<file path="src/rtl/obi_arb_pkg.sv">
// Shared types and constants for the two-port OBI memory arbiter.
package obi_arb_pkg;

    typedef enum logic [1:0] {
        IDLE   = 2'd0,
        RSP_P0 = 2'd1,
        RSP_P1 = 2'd2
    } arb_state_e;

    typedef struct packed {
        logic [31:0] addr;
        logic        we;
        logic [3:0]  be;
        logic [31:0] wdata;
    } obi_req_t;

    typedef struct packed {
        logic        rvalid;
        logic [31:0] rdata;
        logic        err;
    } obi_rsp_t;

    localparam logic [31:0] ERR_RDATA_DEF = 32'hDEADBEEF;

endpackage

</file>
<file path="src/rtl/rr_arb2.sv">
// Two-requester round-robin arbiter; the pointer only moves after a contended grant.
module rr_arb2 (
    input  logic       clk,
    input  logic       reset,
    input  logic [1:0] req,
    output logic [1:0] gnt,
    output logic       rr_ptr
);

    always_comb begin
        gnt = 2'b00;
        if (reset) begin
            if (req == 2'b11) gnt = rr_ptr ? 2'b10 : 2'b01;
            else              gnt = req;
        end
    end

    always_ff @(posedge clk) begin
        if (!reset)             rr_ptr <= 1'b0;
        else if (req == 2'b11)  rr_ptr <= ~rr_ptr;
    end

endmodule

</file>
<file path="src/rtl/obi_mem_arb2.sv">
// Two-port OBI arbiter in front of one word-aligned data memory: round-robin grant,
// range check, and a one-cycle registered response to the port that was granted.
module obi_mem_arb2
    import obi_arb_pkg::*;
#(
    parameter int          MEM_WIDTH = 6,
    parameter logic [31:0] ERR_RDATA = ERR_RDATA_DEF
) (
    input  logic        clk,
    input  logic        reset,
    input  logic        p0_req_i,
    output logic        p0_gnt_o,
    input  logic [31:0] p0_addr_i,
    input  logic        p0_we_i,
    input  logic [3:0]  p0_be_i,
    input  logic [31:0] p0_wdata_i,
    output logic        p0_rvalid_o,
    output logic [31:0] p0_rdata_o,
    output logic        p0_err_o,
    input  logic        p1_req_i,
    output logic        p1_gnt_o,
    input  logic [31:0] p1_addr_i,
    input  logic        p1_we_i,
    input  logic [3:0]  p1_be_i,
    input  logic [31:0] p1_wdata_i,
    output logic        p1_rvalid_o,
    output logic [31:0] p1_rdata_o,
    output logic        p1_err_o,
    output logic        mem_we_o,
    output logic [3:0]  mem_be_o,
    output logic [31:0] mem_a_o,
    output logic [31:0] mem_wd_o,
    input  logic [31:0] mem_rd_i,
    input  logic        mem_err_i,
    output logic [1:0]  dbg_state,
    output logic        dbg_rr_ptr
);

    // Handshake: a request transfers in the cycle where req && gnt; the manager holds
    // addr/we/be/wdata stable until then. Exactly one rvalid pulse follows, next cycle.
    logic [1:0] gnt;
    logic       rr_ptr;
    logic       granted;
    logic       range_err;
    obi_req_t   p0_req, p1_req, sel;
    obi_rsp_t   rsp_next, p0_rsp_q, p1_rsp_q;
    arb_state_e state;

    rr_arb2 u_arb (
        .clk    (clk),
        .reset  (reset),
        .req    ({p1_req_i, p0_req_i}),
        .gnt    (gnt),
        .rr_ptr (rr_ptr)
    );

    assign p0_gnt_o = gnt[0];
    assign p1_gnt_o = gnt[1];
    assign granted  = |gnt;

    assign p0_req = '{addr: p0_addr_i, we: p0_we_i, be: p0_be_i, wdata: p0_wdata_i};
    assign p1_req = '{addr: p1_addr_i, we: p1_we_i, be: p1_be_i, wdata: p1_wdata_i};
    assign sel    = gnt[1] ? p1_req : p0_req;

    assign range_err = |sel.addr[31:MEM_WIDTH+2];

    always_comb begin
        mem_we_o = 1'b0;
        mem_be_o = 4'b1111;
        mem_a_o  = 32'd0;
        mem_wd_o = 32'd0;
        if (granted) begin
            mem_we_o = sel.we & ~range_err;
            mem_be_o = sel.be;
            mem_a_o  = sel.addr;
            mem_wd_o = sel.wdata;
        end
    end

    // Writes complete with rdata=0; any failure overrides with the error pattern.
    always_comb begin
        rsp_next.rvalid = granted;
        rsp_next.err    = range_err | mem_err_i;
        if (rsp_next.err)  rsp_next.rdata = ERR_RDATA;
        else if (sel.we)   rsp_next.rdata = 32'd0;
        else               rsp_next.rdata = mem_rd_i;
    end

    always_ff @(posedge clk) begin
        if (!reset) begin
            state    <= IDLE;
            p0_rsp_q <= '0;
            p1_rsp_q <= '0;
        end else begin
            if (gnt[0])      state <= RSP_P0;
            else if (gnt[1]) state <= RSP_P1;
            else             state <= IDLE;
            p0_rsp_q <= gnt[0] ? rsp_next : '0;
            p1_rsp_q <= gnt[1] ? rsp_next : '0;
        end
    end

    assign p0_rvalid_o = p0_rsp_q.rvalid;
    assign p0_rdata_o  = p0_rsp_q.rdata;
    assign p0_err_o    = p0_rsp_q.err;
    assign p1_rvalid_o = p1_rsp_q.rvalid;
    assign p1_rdata_o  = p1_rsp_q.rdata;
    assign p1_err_o    = p1_rsp_q.err;
    assign dbg_state   = state;
    assign dbg_rr_ptr  = rr_ptr;

endmodule
</file>
<file path="config.mk">
export PLATFORM = sky130hd
export DESIGN_NAME = obi_mem_arb2
export DESIGN_NICKNAME = d
export VERILOG_FILES = /design/src/rtl/obi_arb_pkg.sv /design/src/rtl/rr_arb2.sv /design/src/rtl/obi_mem_arb2.sv
export SDC_FILE = /design/constraint.sdc
export NUM_CORES = 1
export LEC_CHECK = 0
export CAP_MARGIN = 20
export CORE_AREA = 2 2 123 125
export DETAILED_ROUTE_END_ITERATION = 8
export DIE_AREA = 0 0 125 127
export MAX_ROUTING_LAYER = met4
export PLACE_DENSITY = 0.67
export SETUP_SLACK_MARGIN = 0.1
export SYNTH_ARGS = -nofsm -noshare
export SYNTH_HDL_FRONTEND = slang
export SYNTH_SLANG_ARGS = --single-unit
</file>
<file path="constraint.sdc">
create_clock -name clk -period 1.6 [get_ports clk]
set_input_delay 0.16 -clock clk [delete_from_list [all_inputs] [get_ports clk]]
set_output_delay 0.16 -clock clk [all_outputs]
set_load 0.02 [all_outputs]
</file>
# Yosys cells after proc, flatten, opt, wreduce, memory -nomap -nowiden
# Cells that the tools add are included.
[classes]
eq_ne = 1
bitwise_logic = 5
n_reduce_logical = 5
muxes = 12
[ops]
columns = ["op", "count"]
rows = [
  ["$mux W32", 4],
  ["$mux W69", 1],
  ["$reduce_or A24 Y1", 1],
  ["$mux W2", 4],
  ["$mux W4", 1],
  ["$reduce_and A2 Y1", 2],
  ["$reduce_or A2 Y1", 2],
  ["$not A1 Y1", 3],
  ["$eq A2 B2 Y1 const B", 1],
  ["$mux W1", 2],
  ["$and A1 B1 Y1", 1],
  ["$or A1 B1 Y1", 1],
]
[word_totals]
wordCells = 32
in_bits = 175
regBits = 71

# Longest topological paths before layout
[depth]
ltp_word = 8
ltp_mapped = 8
ltp_nobuf = 5

# Cells and area by module
# Synthesis repeated with hierarchy kept, for this count alone.
[hier_totals]
hier_cells = 306
area_unflattened_um2 = 2867.8
[modules_own_cells]
columns = ["module", "area_per_inst_um2", "n_inst", "cells_each"]
rows = [
  ["obi_mem_arb2", 2802.7, 1, 296],
  ["rr_arb2", 65.1, 1, 10],
]

# Worst setup path after synthesis
# No wires, ideal clock.
[synth_path]
path_kind = "flip-flop to output port"
start = "register u_arb.rr_ptr"
end = "output port mem_we_o"
slack_ns = -0.547
required_ns = 1.440
arrival_ns = 1.987
stages_incl_launch_ff = 7
path_cell_list = "dfxtp_1 -> and2b_4 -> or2_1 -> buf_6 -> or3_1 -> buf_6 -> a221oi_2"
[synth_via]
elab_chain_len = 8
elab_cells_between_ends = 9
[synth_rtl]
columns = ["element", "line", "source"]
rows = [
  ["from (decl)", "rr_arb2.sv:7", "output logic rr_ptr"],
  ["from (signal assigned)", "rr_arb2.sv:20", "else if (req == 2'b11) rr_ptr <= ~rr_ptr;"],
  ["$mux W2 * (2 in a row)", "rr_arb2.sv:13", "if (req == 2'b11) gnt = rr_ptr ? 2'b10 : 2'b01;"],
  ["$mux W2 *", "rr_arb2.sv:12", "if (reset) begin"],
  ["$mux W69", "obi_mem_arb2.sv:63", "assign sel = gnt[1] ? p1_req : p0_req;"],
  ["$reduce_or A24 Y1", "obi_mem_arb2.sv:65", "assign range_err = |sel.addr[31:MEM_WIDTH+2];"],
  ["$not A1 Y1", "obi_mem_arb2.sv:73", "mem_we_o = sel.we & ~range_err;"],
  ["$and A1 B1 Y1", "obi_mem_arb2.sv:73", ""],
  ["$mux W1 *", "obi_mem_arb2.sv:72", "if (granted) begin"],
  ["to (decl)", "obi_mem_arb2.sv:29", "output logic mem_we_o,"],
]
# Every way passes the cells marked *; elsewhere a longest branch is shown, timed or not.

# Final worst setup path
[layout_path]
start = "input port p0_addr_i[29]"
end = "output port mem_we_o"
[layout_via]
elab_chain_len = 5
[layout_rtl]
columns = ["element", "line", "source"]
rows = [
  ["from (decl)", "obi_mem_arb2.sv:13", "input logic [31:0] p0_addr_i,"],
  ["$mux W69", "obi_mem_arb2.sv:63", ""],
  ["$reduce_or A24 Y1", "obi_mem_arb2.sv:65", ""],
  ["$not A1 Y1", "obi_mem_arb2.sv:73", ""],
  ["$and A1 B1 Y1", "obi_mem_arb2.sv:73", ""],
  ["$mux W1", "obi_mem_arb2.sv:72", ""],
]
# No other way between the ends.

==> results <==
## layout by cell type, fill, tap and decap left out, drive strengths merged, types with 2 or more instances in the layout
cell type	netlist	routed
o21ai	2	2
dlymetal6s2s	0	8
nand2b	24	24
nand3	30	30
inv	5	5
dlygate4sd2	0	9
clkinv	2	4
or3	2	2
nand2	148	148
diode	0	4
a21oi	112	112
clkbuf	28	26
dfxtp	71	71
a211oi	8	8
nor4	12	12
clkinvlp	0	2
buf	12	168
nor2	10	10
clkdlybuf4s15	0	3
clkdlybuf4s50	0	214
nand4	2	2
## final cells by class
type | count | area, um2
timing repair buffer | 418 | 4760
fill | 1020 | 4220
clock buffer | 11 | 264
inverter | 7 | 52.6
multi-input combinational | 362 | 3430
tap | 184 | 230
clock inverter | 4 | 28.8
antenna | 4 | 10.0
sequential | 71 | 1430
## worst max-delay path by stage
stage	depth (start not counted)	endpoint	slack, ns	startpoint
after floorplan	6	mem_we_o	-0.29	u_arb.rr_ptr
after global placement	6	mem_we_o	-1.15	p1_addr_i[30]
after detailed placement	6	mem_we_o	-1.24	p1_addr_i[12]
after CTS	5	mem_we_o	-0.52	u_arb.rr_ptr
after global routing	7	mem_we_o	-0.57	u_arb.rr_ptr
final	6	mem_we_o	-0.51	p0_addr_i[29]
## worst register-to-register path, cell delays in order (launching register included)
cell	delay, ns
dfxtp_4	0.34
and2b_4	0.18
buf_4	0.13
buf_6	0.11
buf_6	0.11
or3_4	0.33
o32ai_4	0.26
buf_12	0.15
buf_12	0.11
buf_12	0.13
a21oi_2	0.06
## sequential cells by signal (all words and copies together) (netlist names)
register and count:
dbg_state 2, p1_err_o 1, p0_err_o 1, u_arb.rr_ptr 1, p1_rdata_o 32, p0_rvalid_o 1
p1_rvalid_o 1, p0_rdata_o 32
## cell families (layout without fill, tap and decap cells)
logic type,after synthesis,count (layout),share of synthesized area (%)
flops,71,71,42.3
simple gates,235,235,31.3
compound gates,126,126,20.2
buf+inv,47,440,5.92
other cells,0,4,0
xor+xnor,1,1,0.261
## routing by layer
metal	up-vias	global-route usage [%]	share of wire, %
met5	-	-	0
met4	0	8.04	2.4
met3	32	4.52	6.0
met2	260	46.5	55
met1	2529	28.3	37
li1	2416	-	-
## through the flow
| step | std cells | hold WS (ns) | power [mW] |
|---|---|---|---|
| final | 1061 | 0.430 | 6.19 |
| after floorplan | 480 | 0.281 | 2.74 |
| after global placement | 1001 | 0.662 | 3.81 |
| after global routing | 1061 | 0.439 | 6.40 |
| after detailed placement | 1001 | 0.694 | 3.82 |
| after CTS | 1047 | 0.400 | 5.99 |
## timing repair
item                       4_1_cts  5_1_grt
setup buffers                   16        4
pin swaps                       39       81
resized for setup              574      189
setup endpoints to repair      138      136
gates cloned                    17        8
## report_power, final
part,internal (mW),switching (mW)
clock,1.18,0.729
combinational,1.26,1.15
sequential,1.85,0.0250
total,4.29,1.91
==> impl_results.md <==
* DRC viols at 0
* Highest clock rate at 0.474 GHz
* Largest net degree at the start of global routing at 31
* Avg Inst Size Synth at 7.00 um2
* Antenna violations before repair at 4
* CP top delay family: simple AND/OR/NAND/NOR gates
* Clock Tree Buf Depth at 2
* Max_cap viols at 0
* Area Overhead vs Synth at 204%
* Post-layout minimum cycle time at 2.11 ns
* Hold_sp: mem_rd_i[17]
* Number of buffers created by CTS at 9
* Starting DRC count in detailed routing at 298
* Mapped Nets at 655
* HP Class: in -> reg
* Final setup fails at 111
* First-pass GRT wire length at 30.8 mm
* Hold Path Depth at 3
* H-tree Lvls at 3
* Outcome: finished with violations
* CP Class: in -> out
* Vias in the first global route at 5500
* Vias after detailed routing at 5237
* CORE AREA at 14400 um2
* Critical path arrival at 1.95 ns
* Min-Delay Endpoint: p0_rdata_o[17]
* Part of the cycle the worst path needs at 132%
* Fin Setup TNS at -42.67 ns
* Nets@finish at 1044
* Reg2reg path depth at 10
* Finished layout cell area at 10200 um2
* Fraction of registers with async set/reset at 0%
* Primary FF master, synth: dfxtp_1
* DR WL/cell at 20.6 um
* R2R setup slack at -0.42 ns
* Post-layout util at 70.8%
* Worst setup SP type: primary input
* CTS tree: done
* Placed Area at 7990 um2
* Netlist cell types at 30
* Die area at 15900 um2
* # hold bufs at CTS at 0
* Slew headroom at 63.1%
* Worst path max stage delay at 0.44 ns
* Clock latency on the worst-skew pair at 0.33 ns
* Clk_skew at 0.00745 ns
* Max Slew Vio Count at 0
* Synth Instances at 480
* Vias/cell at 4.94
* Largest cells by area after synthesis: dfxtp_1 (42%), a21oi_1 (17%), nand2_1 (17%), nand2b_1 (4.5%), nand3_1 (4.5%)
* Crit path capture type: output pin
* Crit path max fanout at 2
* Root buf cell: clkbuf_16
* RSZ-0062 raised after global routing: true
* I/O pin total at 317
* Clock transition at path regs at 0.05 ns
* Worst-path cell chain: clkdlybuf4s50_1 -> nor4_2 -> nand4_1 -> nand4b_1 -> a221oi_4 -> buf_6
* FF+latch count, synth at 71
* Share of the synthesized area in the top cell type at 42.3%
* CP max stage cell: clkdlybuf4s50_1
* Total grt overflow at 0
* Post-synth top area cell: dfxtp_1
* Synth warn at 0
* Clock sink count at 71
* Routed Antenna Nets at 0
* Post-synth EDFFs at 0
* Buffers on Ports at 316
* Gr usage total at 25.5%
* Cell row count at 44
* Critical path required time at 1.44 ns
* Measured slew at the worst slew-check pin at 0.553 ns
* FF-to-FF End: p0_rdata_o[6]
* Most frequent cells after synthesis: nand2_1 (148), a21oi_1 (112), dfxtp_1 (71)
* Dpl hpwl at 14.0 mm
* Min setup slack post-route at -0.510 ns
* TritonRoute pass-1 iters at 5
* Placer Congestion at 0.960
* Buf/Inv on CP at 2
* Sequential-to-total area share from yosys stat at 42.3%
* Dpl ws at -1.24 ns
* Initial Utilization at 23.3%
* Routed wire length at 21.8 mm
* Layout cells sized above 1 at 50.3%
* RR Startpoint: u_arb.rr_ptr
* VDD IR max at 0.000534 V
* Count leader, synth: nand2_1
* Chip width at 125 um
* Final Hold Fails at 0
* Power per cell area at 607 nW/um2
* Post-Syn Area at 3360 um2
* Die H at 127 um
* Static Leak at 4.05 nW
* Failing checks: setup timing
Power figures use the tool's default switching activity.
